<file path="src/rtl/task_fsm_group_ctrl.sv">
// Group start/done controller: one global launch fans out to NUM_TASKS child tasks,
// each re-launched N times, with an aggregated done and a sticky stray-done error.
module task_fsm_group_ctrl #(
  parameter int NUM_TASKS = 4,
  parameter int SCALAR_W  = 96,
  parameter int CNT_W     = 16
) (
  input  logic                 ap_clk,
  input  logic                 ap_rst_n,
  input  logic [SCALAR_W-1:0]  global_fsm_scalars,
  input  logic [CNT_W-1:0]     global_fsm_iter_count,
  input  logic [NUM_TASKS-1:0] global_fsm_task_mask,
  input  logic                 global_fsm_ap_start,
  input  logic                 global_fsm_ap_done,
  output logic                 to_global_fsm_is_done,
  output logic [SCALAR_W-1:0]  task_scalars,
  output logic [NUM_TASKS-1:0] task_ap_start,
  input  logic [NUM_TASKS-1:0] task_ap_ready,
  input  logic [NUM_TASKS-1:0] task_ap_done,
  input  logic [NUM_TASKS-1:0] task_ap_idle,
  output logic [NUM_TASKS-1:0] task_done_vec,
  output logic                 err_overrun
);

  localparam logic [1:0] ST_IDLE  = 2'b00;
  localparam logic [1:0] ST_START = 2'b01;
  localparam logic [1:0] ST_WAIT  = 2'b11;
  localparam logic [1:0] ST_DONE  = 2'b10;

  logic [1:0]           state_q [NUM_TASKS];
  logic [1:0]           state_d [NUM_TASKS];
  logic [CNT_W-1:0]     cnt_q   [NUM_TASKS];
  logic [CNT_W-1:0]     cnt_d   [NUM_TASKS];
  logic [SCALAR_W-1:0]  scalars_q, scalars_d;
  logic [NUM_TASKS-1:0] mask_q, mask_d;
  logic [CNT_W-1:0]     count_q, count_d;
  logic                 err_q, err_d;

  logic [NUM_TASKS-1:0] idle_vec;
  logic [NUM_TASKS-1:0] start_vec;
  logic [NUM_TASKS-1:0] done_vec;
  logic [NUM_TASKS-1:0] stray_vec;
  logic                 all_idle;
  logic                 launch;

  // Per-task idle status is informational; the latched mask is kept for the run but
  // the launch decision itself uses the mask presented on the launch edge.
  logic                 unused_inputs;
  assign unused_inputs = ^{task_ap_idle, mask_q};

  always_comb begin : state_decode
    // NOTE: every variable written in an always_comb gets a default first, so no path
    // can leave it unassigned and infer a latch.
    idle_vec  = '0;
    start_vec = '0;
    done_vec  = '0;
    for (int i = 0; i < NUM_TASKS; i++) begin
      idle_vec[i]  = (state_q[i] == ST_IDLE);
      start_vec[i] = (state_q[i] == ST_START);
      done_vec[i]  = (state_q[i] == ST_DONE);
    end
  end

  assign all_idle = &idle_vec;
  assign launch   = global_fsm_ap_start & all_idle;

  always_comb begin : launch_regs
    scalars_d = scalars_q;
    mask_d    = mask_q;
    count_d   = count_q;
    if (launch) begin
      scalars_d = global_fsm_scalars;
      mask_d    = global_fsm_task_mask;
      count_d   = (global_fsm_iter_count == '0) ? CNT_W'(1) : global_fsm_iter_count;
    end
  end

  always_comb begin : task_fsm
    logic             complete;
    logic [CNT_W:0]   cnt_inc;
    complete = 1'b0;
    cnt_inc  = '0;
    for (int i = 0; i < NUM_TASKS; i++) begin
      state_d[i] = state_q[i];
      cnt_d[i]   = cnt_q[i];
      complete   = 1'b0;
      cnt_inc    = {1'b0, cnt_q[i]} + {{CNT_W{1'b0}}, 1'b1};
      case (state_q[i])
        ST_IDLE: begin
          if (launch) begin
            state_d[i] = global_fsm_task_mask[i] ? ST_START : ST_DONE;
            cnt_d[i]   = '0;
          end
        end
        ST_START: begin
          if (task_ap_ready[i]) begin
            if (task_ap_done[i]) complete   = 1'b1;
            else                 state_d[i] = ST_WAIT;
          end
        end
        ST_WAIT: begin
          if (task_ap_done[i]) complete = 1'b1;
        end
        ST_DONE: begin
          if (global_fsm_ap_done) state_d[i] = ST_IDLE;
        end
        default: state_d[i] = ST_IDLE;
      endcase
      // Widened compare: cnt never exceeds count-1, so count = 2^CNT_W-1 cannot wrap.
      if (complete) begin
        if (cnt_inc < {1'b0, count_q}) begin
          cnt_d[i]   = cnt_inc[CNT_W-1:0];
          state_d[i] = ST_START;
        end else begin
          state_d[i] = ST_DONE;
        end
      end
    end
  end

  always_comb begin : overrun
    stray_vec = task_ap_done & (idle_vec | done_vec);
    err_d     = err_q | (|stray_vec);
  end

  // NOTE: sequential state uses non-blocking assignments only, so every flop samples
  // the pre-edge values regardless of block ordering.
  // NOTE: the state and counter arrays are reset like any other flop so that a mid-run
  // reset leaves no task able to raise a start after release.
  always_ff @(posedge ap_clk or negedge ap_rst_n) begin
    if (!ap_rst_n) begin
      for (int i = 0; i < NUM_TASKS; i++) begin
        state_q[i] <= ST_IDLE;
        cnt_q[i]   <= '0;
      end
      scalars_q <= '0;
      mask_q    <= '0;
      count_q   <= '0;
      err_q     <= 1'b0;
    end else begin
      for (int i = 0; i < NUM_TASKS; i++) begin
        state_q[i] <= state_d[i];
        cnt_q[i]   <= cnt_d[i];
      end
      scalars_q <= scalars_d;
      mask_q    <= mask_d;
      count_q   <= count_d;
      err_q     <= err_d;
    end
  end

  assign task_ap_start         = start_vec;
  assign task_done_vec         = done_vec;
  assign to_global_fsm_is_done = &done_vec;
  assign task_scalars          = scalars_q;
  assign err_overrun           = err_q;

endmodule

</file>
<file path="config.mk">
export PLATFORM = sky130hd
export DESIGN_NAME = task_fsm_group_ctrl
export DESIGN_NICKNAME = d
export VERILOG_FILES = /design/src/rtl/task_fsm_group_ctrl.sv
export SDC_FILE = /design/constraint.sdc
export NUM_CORES = 1
export LEC_CHECK = 0
export BUFFER_PORTS_ARGS = -buffer_cell sky130_fd_sc_hd__buf_4
export CAP_MARGIN = 20
export CORE_ASPECT_RATIO = 1.5
export CORE_MARGIN = 1
export CORE_UTILIZATION = 40
export DETAILED_ROUTE_END_ITERATION = 10
export PLACE_DENSITY = 0.7
export REMOVE_ABC_BUFFERS = 1
export SYNTH_ARGS = -nofsm -noshare
export SYNTH_HDL_FRONTEND = slang
export SYNTH_SLANG_ARGS = --single-unit
</file>
<file path="constraint.sdc">
create_clock -name ap_clk -period 2.9 [get_ports ap_clk]
set_input_delay 0.145 -clock ap_clk [delete_from_list [all_inputs] [get_ports ap_clk]]
set_output_delay 0.145 -clock ap_clk [all_outputs]
set_load 0.02 [all_outputs]
</file>
==> Word-level counts from Yosys, hierarchy flattened <==
Cells that the tools add are included.
{ "op_classes": {"addsub": 4, "magnitude_cmp": 4, "n_eq_ne": 28, "n_mux": 58, "bitwise_logic": 4, "n_reduce_logical": 16} }
{ "ops": {"columns": ["cell", "count"], "rows": [
  ["$mux W16", 17],
  ["$add A16 B1 Y17 const B", 4],
  ["$lt A17 B16 Y1", 4],
  ["$mux W2", 25],
  ["$ne A3 B1 Y1 const B", 8],
  ["$ne A3 B2 Y1 const B", 8],
  ["$pmux W2 S3", 4],
  ["$reduce_and A5 Y1", 4],
  ["$eq A2 B2 Y1 const B", 8],
  ["$logic_not A16 Y1", 1],
  ["$reduce_bool A4 Y1", 4],
  ["$eq A2 B1 Y1 const B", 4],
  ["$logic_not A2 Y1", 4],
  ["$mux W1", 8],
  ["$pmux W1 S2", 4],
  ["$reduce_and A4 Y1", 2],
  ["$and A4 B4 Y4", 1],
  ["$or A4 B4 Y4", 1],
  ["$reduce_or A4 Y1", 1],
  ["$and A1 B1 Y1", 1],
  ["$or A1 B1 Y1", 1]
]} }
{ "word_totals": {"regBits": 185, "input_bits": 132, "wordCells": 125} }

==> Logic depth before layout (Yosys ltp) <==
Gate-level depths: netlist of run 1.
{ "depth": {"ltp_word": 7, "depth_mapped": 15} }

==> Worst setup path before layout of run 1 <==
No wires, ideal clock.
{ "synth_timing": {"path_kind": "register -> register", "startpoint": "reg cnt_q[48] in the netlist's numbering", "endpoint": "reg cnt_q[57] in the netlist's numbering", "t_arrival_ps": 3002, "required_ps": 2782, "slack_ps": -220, "stages_incl_launch_ff": 16, "synth_period_minus_slack_ps": 3120, "cell_sequence": "dfrtp_1 ha_1 and2_1 nand2_1 nor2b_1 nand3_1 xnor2_1 ha_1 a21o_1 a2111oi_0 o221ai_1 or2_1 buf_6 buf_8 and3_1 a21o_1"} }
{ "synth_rtl": {"columns": ["item", "line_no", "source"], "rows": [
  ["start: declaration", "32", "logic [CNT_W-1:0] cnt_q [NUM_TASKS];"],
  ["start signal: indexed assignment", "143", "cnt_q[i] <= cnt_d[i];"]
]} }

==> results of run 1 <==
worst max-delay path by stage:
stage / slack [ns] / cells past startpoint / from / to
after detailed placement: -0.44 / 13 / cnt_q[48] / cnt_q[51]
final: -0.27 / 13 / cnt_q[1] / cnt_q[5]
after global routing: -0.32 / 12 / cnt_q[49] / cnt_q[62]
after CTS: -0.13 / 14 / cnt_q[49] / cnt_q[61]
after global placement: -0.28 / 13 / cnt_q[48] / cnt_q[51]
after floorplan: -1.77 / 6 / state_q[0] / cnt_q[49]
worst reg2reg max path: cells and delay by family, from the launching register on:
family	cells	cell delay, ns
compound gates	2	0.49
xor+xnor	1	0.26
fa+ha+maj	2	0.35
buf+inv	2	0.36
flops	1	0.41
mux	1	0.33
simple gates	5	0.84
registers in the layout (all words and copies together) (netlist names):
register      count
task_scalars     96
count_q          16
err_overrun       1
state_q           8
cnt_q            64
metrics by stage:
stage	instance area, µm²	hold WS (ns)	util, %	setup TNS (ns)	power, W
2_1_floorplan	10100	-0.151	-	-210.75	0.00594
6_report	16200	0.0785	64.2	-6.83	0.0111
4_1_cts	15500	0.0626	61.3	-2.57	0.0107
3_3_place_gp	13200	0.242	52.4	-6.04	0.00769
3_5_place_dp	13200	0.241	52.4	-12.06	0.00784
5_1_grt	16200	0.101	64.2	-11.39	0.0118
cells in the mapped netlist, types with 3 or more instances:
| cell type | n |
|---|---|
| dfrtp_1 | 185 |
| mux2_4 | 6 |
| nor4_1 | 5 |
| o211ai_1 | 4 |
| nor2b_1 | 5 |
| a21o_1 | 23 |
| nand2_1 | 363 |
| a31o_2 | 7 |
| mux2i_1 | 3 |
| a211oi_1 | 10 |
| buf_6 | 5 |
| a21bo_2 | 3 |
| nand2b_1 | 11 |
| nand3_1 | 45 |
| o21ai_0 | 52 |
| xor2_1 | 19 |
| and3_2 | 8 |
| o21a_1 | 3 |
| nor3_1 | 9 |
| nand4_1 | 23 |
| a21boi_0 | 4 |
| and4_1 | 3 |
| a21oi_1 | 20 |
| mux2_2 | 16 |
| ha_1 | 80 |
| or2_2 | 6 |
| or2_1 | 3 |
| and2_1 | 26 |
| nor2_1 | 30 |
| clkbuf_1 | 29 |
| a31oi_1 | 6 |
| or3_1 | 3 |
| and3_1 | 16 |
| inv_1 | 40 |
| a22oi_1 | 3 |
| buf_2 | 3 |
| xnor2_1 | 27 |
kinds of logic (layout without fill, tap and decap cells):
group	Yosys count	after routing	share of synthesized area, %
XOR/XNOR	46	46	3.91
buffers and inverters	82	579	3.57
multiplexers	25	25	2.92
AO/OA/AOI/OAI	156	156	10.3
flip-flops	185	185	44.9
AND/OR/NAND/NOR	564	565	24.7
adder cells (fa/ha/maj)	80	80	9.72
routing by layer:
| metal | part of all wire (%) | vias up | global-route usage [%] |
|---|---|---|---|
| met5 | 0 | - | 0 |
| met4 | 4.3 | 0 | 11.4 |
| met3 | 5.3 | 97 | 4.94 |
| met2 | 53 | 348 | 44.6 |
| met1 | 37 | 5001 | 26.6 |
| li1 | - | 4827 | - |
report_power, final:
group          internal, W  leakage (nW)  switching [W]
combinational      0.00241          5.96        0.00276
clock              0.00131         0.304        0.00114
sequential         0.00315          2.45       0.000347
total              0.00688          8.71        0.00424
what timing repair did:
action	4_1_cts	5_1_grt
gates resized for setup	69	111
cloned	3	1
hold endpoints to repair	192	0
pin swaps	34	84
buffers inserted	13	27
hold buffers	113	0
setup endpoints to repair	68	70
area by class of cell:
type	count	area [µm²]
fill	1862	9020
timing repair buffer	507	4280
tap	328	410
sequential	185	4630
clock buffer	17	425
multi-input combinational	872	6120
inverter	40	150
clock inverter	15	183
==> impl_metrics.json, run 1 <==
{
  "p_leak_nw": 8.71,
  "chipHeight_um": 199,
  "numCtsBuffers": 17,
  "yosysWarnings": 0,
  "netlist_area_um2": 10300,
  "relSlewSlack_pct": 47.2,
  "cpMostUsedCell": "ha_4",
  "worstSetupPathType": "register to register",
  "final_common_cell": "buf_4",
  "wl_per_cell_um": 16.8,
  "yosys.area.top_type": "dfrtp_1",
  "die_x_um": 133,
  "async_reset_ff_share_pct": 100,
  "cts.path.max_buffers": 2,
  "min_period_ns": 3.17,
  "layout_common_cells": "370 x buf_4, 353 x nand2_1, 184 x dfrtp_1, 113 x dlygate4sd3_1, 68 x ha_1",
  "design.core.area_um2": 25200,
  "cp_top_family": "simple AND/OR/NAND/NOR gates",
  "grt_overflow": 0,
  "powerDensity_nw_per_um2": 686,
  "io_pins": 238,
  "num_rows": 71,
  "hold_violations": 0,
  "clk_latency_ns": 0.44,
  "wirelength_um": 32900,
  "ys_types": 64,
  "synthToLayoutAreaGrowth_pct": 57.3,
  "grt_pass1_wl_um": 50700,
  "grt_antenna_before_repair": 0,
  "finalCritPeriodShare_pct": 109,
  "status": "complete, but fails checks",
  "synth_top_flop_cell": "dfrtp_1",
  "cts_tree": "yes",
  "ant_nets": 0,
  "synth_top_area_share_pct": 44.9,
  "rsz0062_at_grt": "yes",
  "crit_arrival_ns": 3.49,
  "synth-edff-count": 0,
  "fin_ws_ns": -0.270,
  "rr_endpoint": "cnt_q[5]",
  "skew_ns": 0.0115,
  "end_kind": "register",
  "die_area_um2": 26400,
  "reg2reg_from": "cnt_q[1]",
  "dr_total_vias": 10300,
  "ys_ff_latch": 185,
  "final_layout_size_suffix_gt1_share_pct": 36.1,
  "firstDrtPassIters": 5,
  "dp_slack_ns": -0.440,
  "clk_pin_slew_ns": 0.08,
  "grtUsageTotal_pct": 24.3,
  "viasPerCell": 5.23,
  "final_cells": 1964,
  "drtIter0Drc": 480,
  "ir_worst_vdd_mv": 0.508,
  "crit_fanout": 5,
  "clockRootBuffer": "clkbuf_16",
  "critPathBufInv": 2,
  "hold_end": "err_overrun",
  "start_util_pct": 40.8,
  "failed_checks": "setup timing",
  "rr_worst_depth": 13,
  "num_antenna_cells": 0,
  "cpMaxStageDelayCell": "dfrtp_1",
  "syn_avg_cell_area_um2": 9.05,
  "htreeDepth": 4,
  "ys_seq_area_share_pct": 44.9,
  "cts_sinks": 185,
  "critPathRequiredTime_ns": 3.22,
  "layout.nets": 1835,
  "grt_max_degree": 84,
  "min_from": "task_ap_done[0]",
  "worstHoldPathType": "input port to register",
  "drc": 0,
  "worst_slew_pin_slew_ns": 0.792,
  "critPathMaxStageDelay_ns": 0.41,
  "r2r_setup_slack_ns": -0.27,
  "max_freq_mhz": 315,
  "maxCapViolCount": 0,
  "place_hpwl_um": 20700,
  "dp.cells": 1775,
  "synth_area_leaders": "dfrtp_1 45%, nand2_1 13%, ha_1 9.7%",
  "hold_depth": 4,
  "grt_pass1_vias": 10600,
  "numPortBuffers": 233,
  "synth_cells": 1138,
  "start_kind": "register",
  "slew_violations": 0,
  "gp_congestion": 0.858,
  "setup_viol": 40,
  "path_cells": "ha_4 -> nand4_1 -> buf_4 -> nor2_4 -> xor2_2 -> ha_4 -> nand2_1 -> nor3_1 -> o21ai_0 -> a211oi_2 -> or2_4 -> buf_12 -> mux2_2"
}
(Power assumes the default switching activity.)
==> inputs of run 2 (changes only) <==
Settings changed: REMOVE_ABC_BUFFERS 1 to not set.
==> run 2 against run 1 <==
  * The run still ends with setup timing left
  * Utilization down 1.3 points
  * Total power down 2.3%
  * Clock power down 7%
  * Die area unchanged
  * Routed wire length about the same
  * Critical path type unchanged
==> impl_metrics.json, run 2 (synthesized netlist as in run 1, its figures left out) <==
{
  "max_freq_mhz": 337,
  "finalCritPeriodShare_pct": 102,
  "holdWs_ns": 0.0678,
  "start_util_pct": 40.8,
  "layout_common_cells": "351 x buf_4, 345 x nand2_1, 181 x dfrtp_1, 113 x dlygate4sd3_1, 68 x ha_1",
  "chipHeight_um": 199,
  "p_total_w": 0.0109,
  "fin_ws_ns": -0.0693,
  "critPathRequiredTime_ns": 3.24,
  "powerDensity_nw_per_um2": 684,
  "ant_nets": 0,
  "cts_tree": "yes",
  "p_comb_share_pct": 46.6,
  "hold_violations": 0,
  "grt_antenna_before_repair": 0,
  "worst_slew_pin_slew_ns": 0.757,
  "clk_pin_slew_ns": 0.07,
  "worstHoldPathType": "input port to register",
  "grt_max_degree": 79,
  "design.core.area_um2": 25200,
  "viasPerCell": 5.19,
  "clockRootBuffer": "clkbuf_16",
  "final_layout_size_suffix_gt1_share_pct": 35.8,
  "syn_nets": 1350,
  "power.switching_w": 0.00419,
  "slew_violations": 0,
  "firstDrtPassIters": 5,
  "ir_worst_vdd_mv": 0.567,
  "cts_sinks": 185,
  "start_kind": "register",
  "place_hpwl_um": 21200,
  "synthToLayoutAreaGrowth_pct": 54.2,
  "p_leak_nw": 8.47,
  "worstSetupPathType": "register to register",
  "dr_total_vias": 10100,
  "clk_latency_ns": 0.45,
  "grt_pass1_wl_um": 50800,
  "final_common_cell": "buf_4",
  "numPortBuffers": 233,
  "pwr-share-seq_pct": 32.3,
  "maxCapViolCount": 0,
  "wl_per_cell_um": 17.0,
  "path_cells": "ha_2 -> nand4_1 -> nor2_2 -> buf_4 -> nand4_1 -> or2_4 -> nand2_4 -> ha_4 -> a21o_1 -> nand2_2 -> nand4b_4 -> or2_4 -> buf_12 -> mux2_4",
  "layout.nets": 1810,
  "end_kind": "register",
  "crit_arrival_ns": 3.30,
  "cpMaxStageDelayCell": "dfrtp_1",
  "grt_overflow": 0,
  "largest_reg_flops": 96,
  "min_period_ns": 2.97,
  "cts.path.max_buffers": 2,
  "htreeDepth": 4,
  "grt_pass1_vias": 10300,
  "rsz0062_at_grt": "yes",
  "critPathMaxStageDelay_ns": 0.37,
  "io_pins": 238,
  "skew_ns": 0.0103,
  "grtUsageTotal_pct": 24.6,
  "setup_viol": 31,
  "die_area_um2": 26400,
  "drtIter0Drc": 470,
  "switching_share_pct": 38.6,
  "drc": 0,
  "num_rows": 71,
  "numCtsBuffers": 17,
  "wirelength_um": 32900,
  "dp_slack_ns": -0.336,
  "setup_tns_ns": -0.999,
  "crit_fanout": 9,
  "status": "complete, but fails checks",
  "fin_util_pct": 62.9,
  "num_antenna_cells": 0,
  "gp_congestion": 0.855,
  "failed_checks": "setup timing",
  "relSlewSlack_pct": 49.1,
  "intPower_w": 0.00668,
  "die_x_um": 133,
  "clock_power_share_pct": 21.1
}
==> run 2: path summary, 6_finish.rpt <==
| kind | start | end | slack [ns] | cells past startpoint |
|---|---|---|---|---|
| max in group asynchronous | ap_rst_n | task_scalars[82] | 1.75 | 3 |
| max | cnt_q[0] | cnt_q[11] | -0.07 | 14 |
| max reg2reg | cnt_q[0] | cnt_q[11] | -0.07 | 14 |
| min | task_ap_done[3] | err_overrun | 0.07 | 4 |
| min in group asynchronous | ap_rst_n | cnt_q[58] | 0.29 | 2 |
| min reg2reg | task_scalars[44] | task_scalars[44] | 0.48 | 2 |
==> run 2: what timing repair did <==
action,in CTS,in global routing
cloned,1,1
hold endpoints to repair,186,0
hold buffers,113,0
setup buffers,12,18
resized for setup,36,122
pin swaps,23,67
endpoints found under the setup margin,69,72
==> run 2: power groups by stage <==
stage	Sequential (W)	Clock [W]	Combinational [W]
global placement	0.00352	0	0.00415
detailed placement	0.00354	0	0.00429
CTS	0.00349	0.00234	0.00461
finish	0.00351	0.00229	0.00506
floorplan	0.00389	0	0.00215
global route	0.00358	0.00244	0.00549
==> run 2: worst max-delay path, delay by kind of cell (launching register included) <==
kind | cells | cell delay (ns)
adders and majority gates | 2 | 0.37
muxes | 1 | 0.29
DFF | 1 | 0.37
buffers and inverters | 2 | 0.30
AOI/OAI and AO/OA | 1 | 0.16
and+or+nand+nor | 8 | 1.38
==> run 2: layer usage <==
layer	GRT usage (%)	share of wire, %
met2	45.4	54
met4	9.75	2.7
met1	27.3	38
met3	5.38	5.5
met5	0	0
==> run 2: stage by stage <==
step                      instance area [µm²]  cells
after global routing                    15900   1938
final                                   15900   1938
after global placement                  13200   1764
after CTS                               15200   1921
after floorplan                         10400   1138
after detailed placement                13200   1764
==> run 2: area by class of cell <==
cell class              instances  area [µm²]
repair buffers                482        4030
multi-input cells             872        6090
clock inverters                11         115
clock buffers                  20         447
well taps                     328         410
inverters                      40         150
fillers                      1986        9350
flip-flops and latches        185        4630
==> inputs of run 3 (changes only) <==
Settings changed: CORE_UTILIZATION 40 to 50, PLACE_DENSITY 0.7 to 0.83.
==> run 3 against run 2 <==
  * Largest cell class unchanged
  * Critical path depth shrank 1
  * The flow still finishes with violations (setup timing)
  * Die area shrank 20%
  * First-iteration DRC count grew 82%
  * Hold slack lost 0.041 ns
  * Cell count shrank 3.3%
==> impl_metrics.json, run 3 (synthesized netlist as in run 1, its figures left out) <==
{
  "status": "complete, but fails checks",
  "failed_checks": "setup timing",
  "path_cells": "ha_2 -> and2_4 -> nand2_4 -> buf_4 -> xnor2_2 -> ha_1 -> a21o_1 -> a221oi_2 -> o221ai_2 -> o21ai_1 -> buf_4 -> a21bo_2 -> a21o_1",
  "start_kind": "register",
  "syn_nets": 1350,
  "synthToLayoutAreaGrowth_pct": 52.5,
  "start_util_pct": 51.6,
  "clk_pin_slew_ns": 0.07,
  "ant_nets": 0,
  "p_comb_share_pct": 45.9,
  "clk_latency_ns": 0.45,
  "die_x_um": 119,
  "clockRootBuffer": "clkbuf_16",
  "holdWs_ns": 0.0267,
  "design.core.area_um2": 19900,
  "skew_ns": 0.0138,
  "maxCapViolCount": 0,
  "placed_area_um2": 13100,
  "drtIter0Drc": 855,
  "pwr-share-seq_pct": 32.0,
  "min_from": "global_fsm_iter_count[0]",
  "relSlewSlack_pct": 57.2,
  "viasPerCell": 5.86,
  "chipHeight_um": 178,
  "cts_tree": "yes",
  "grtUsageTotal_pct": 34.0,
  "hold_depth": 3,
  "grt_antenna_before_repair": 1,
  "setup_viol": 29,
  "numCtsBuffers": 17,
  "hold_end": "count_q[0]",
  "powerDensity_nw_per_um2": 710,
  "layout.nets": 1813,
  "grt_pass1_wl_um": 55600,
  "power.switching_w": 0.00435,
  "clock_power_share_pct": 22.1,
  "dp.cells": 1688,
  "max_freq_mhz": 320,
  "rr_endpoint": "cnt_q[63]",
  "p_total_w": 0.0111,
  "numPortBuffers": 233,
  "rsz0062_at_grt": "yes",
  "ir_worst_vdd_mv": 0.635,
  "firstDrtPassIters": 5,
  "final_cells": 1875,
  "reg2reg_from": "cnt_q[48]",
  "worst_slew_pin_slew_ns": 0.640,
  "layout_common_cells": "357 x buf_4, 356 x nand2_1, 184 x dfrtp_1, 112 x dlygate4sd3_1, 70 x ha_1",
  "finalCritPeriodShare_pct": 108,
  "place_hpwl_um": 21300,
  "critPathMaxStageDelay_ns": 0.39,
  "cp_top_family": "compound AO/OA/AOI/OAI gates",
  "fin_ws_ns": -0.224,
  "p_leak_nw": 8.52,
  "grt_pass1_vias": 11300,
  "cts_sinks": 185,
  "end_kind": "register",
  "cpMaxStageDelayCell": "dfrtp_1",
  "dp_slack_ns": -0.331,
  "io_pins": 238,
  "r2r_setup_slack_ns": -0.22,
  "dr_total_vias": 11000,
  "num_rows": 63,
  "min_period_ns": 3.12,
  "worstSetupPathType": "register to register",
  "grt_overflow": 0,
  "switching_share_pct": 39.1,
  "final_area_um2": 15700,
  "critPathBufInv": 2,
  "crit_fanout": 4,
  "drc": 0,
  "worstHoldPathType": "input port to register",
  "crit_arrival_ns": 3.46,
  "largest_reg_flops": 96,
  "final_common_cell": "buf_4",
  "wirelength_um": 37900,
  "final_layout_size_suffix_gt1_share_pct": 33.8,
  "gp_congestion": 0.872,
  "wl_per_cell_um": 20.2,
  "htreeDepth": 4,
  "grt_max_degree": 59,
  "cts.path.max_buffers": 2,
  "hold_violations": 0,
  "intPower_w": 0.00679,
  "die_area_um2": 21200,
  "rr_worst_depth": 13,
  "slew_violations": 0,
  "critPathRequiredTime_ns": 3.24
}
[run 3: worst max path at each step]
stage,start,endpoint,cells after the start
after global routing,cnt_q[48],cnt_q[63],11
after global placement,cnt_q[48],cnt_q[52],13
final,cnt_q[48],cnt_q[63],13
after CTS,cnt_q[48],cnt_q[63],14
after detailed placement,cnt_q[48],cnt_q[50],13
after floorplan,cnt_q[54],cnt_q[57],14
[run 3: cell type report]
cell class	count	area [µm²]
multi-input cells	872	5920
flip-flops and latches	185	4630
fillers	1059	4240
repair buffers	485	4070
clock buffers	21	440
well taps	260	325
clock inverters	11	164
inverters	40	150
diodes	1	2.50
[run 3: through the flow]
step	TNS [ns]	util, %
4_1_cts	-0.0953	75.7
6_report	-3.54	78.7
2_1_floorplan	-0.871	-
3_3_place_gp	-3.46	65.7
5_1_grt	-9.36	78.7
3_5_place_dp	-7.51	65.7
[run 3: power groups by stage]
stage	registers [W]	clock network (W)	logic [W]
finish	0.00356	0.00247	0.00512
detailed placement	0.00354	0	0.00430
global placement	0.00351	0	0.00412
floorplan	0.00389	0	0.00215
global route	0.00361	0.00257	0.00547
CTS	0.00350	0.00246	0.00458
[run 3: what timing repair did]
action / CTS / global route
pin swaps: 26 / 48
resized for setup: 34 / 70
endpoints found under the hold margin: 165 / 0
endpoints found under the setup margin: 64 / 70
buffers inserted: 10 / 29
gates cloned: 2 / 1
hold buffers: 112 / 0
[run 3: worst register-to-register path: cells and delay by family (launching register included)]
kind / cells / cell delay (ns)
compound gates: 6 / 1.26
xor+xnor: 1 / 0.31
flops: 1 / 0.39
fa+ha+maj: 2 / 0.53
simple gates: 2 / 0.23
buf+inv: 2 / 0.31
[run 3: routing by layer]
metal | wire length [µm] | global-route usage [%] | up-vias
met2 | 19400 | 61.6 | 669
met1 | 12900 | 35.1 | 5332
met3 | 3040 | 7.62 | 207
li1 | - | - | 4778
met5 | 0 | 0 | -
met4 | 2590 | 21.6 | 0
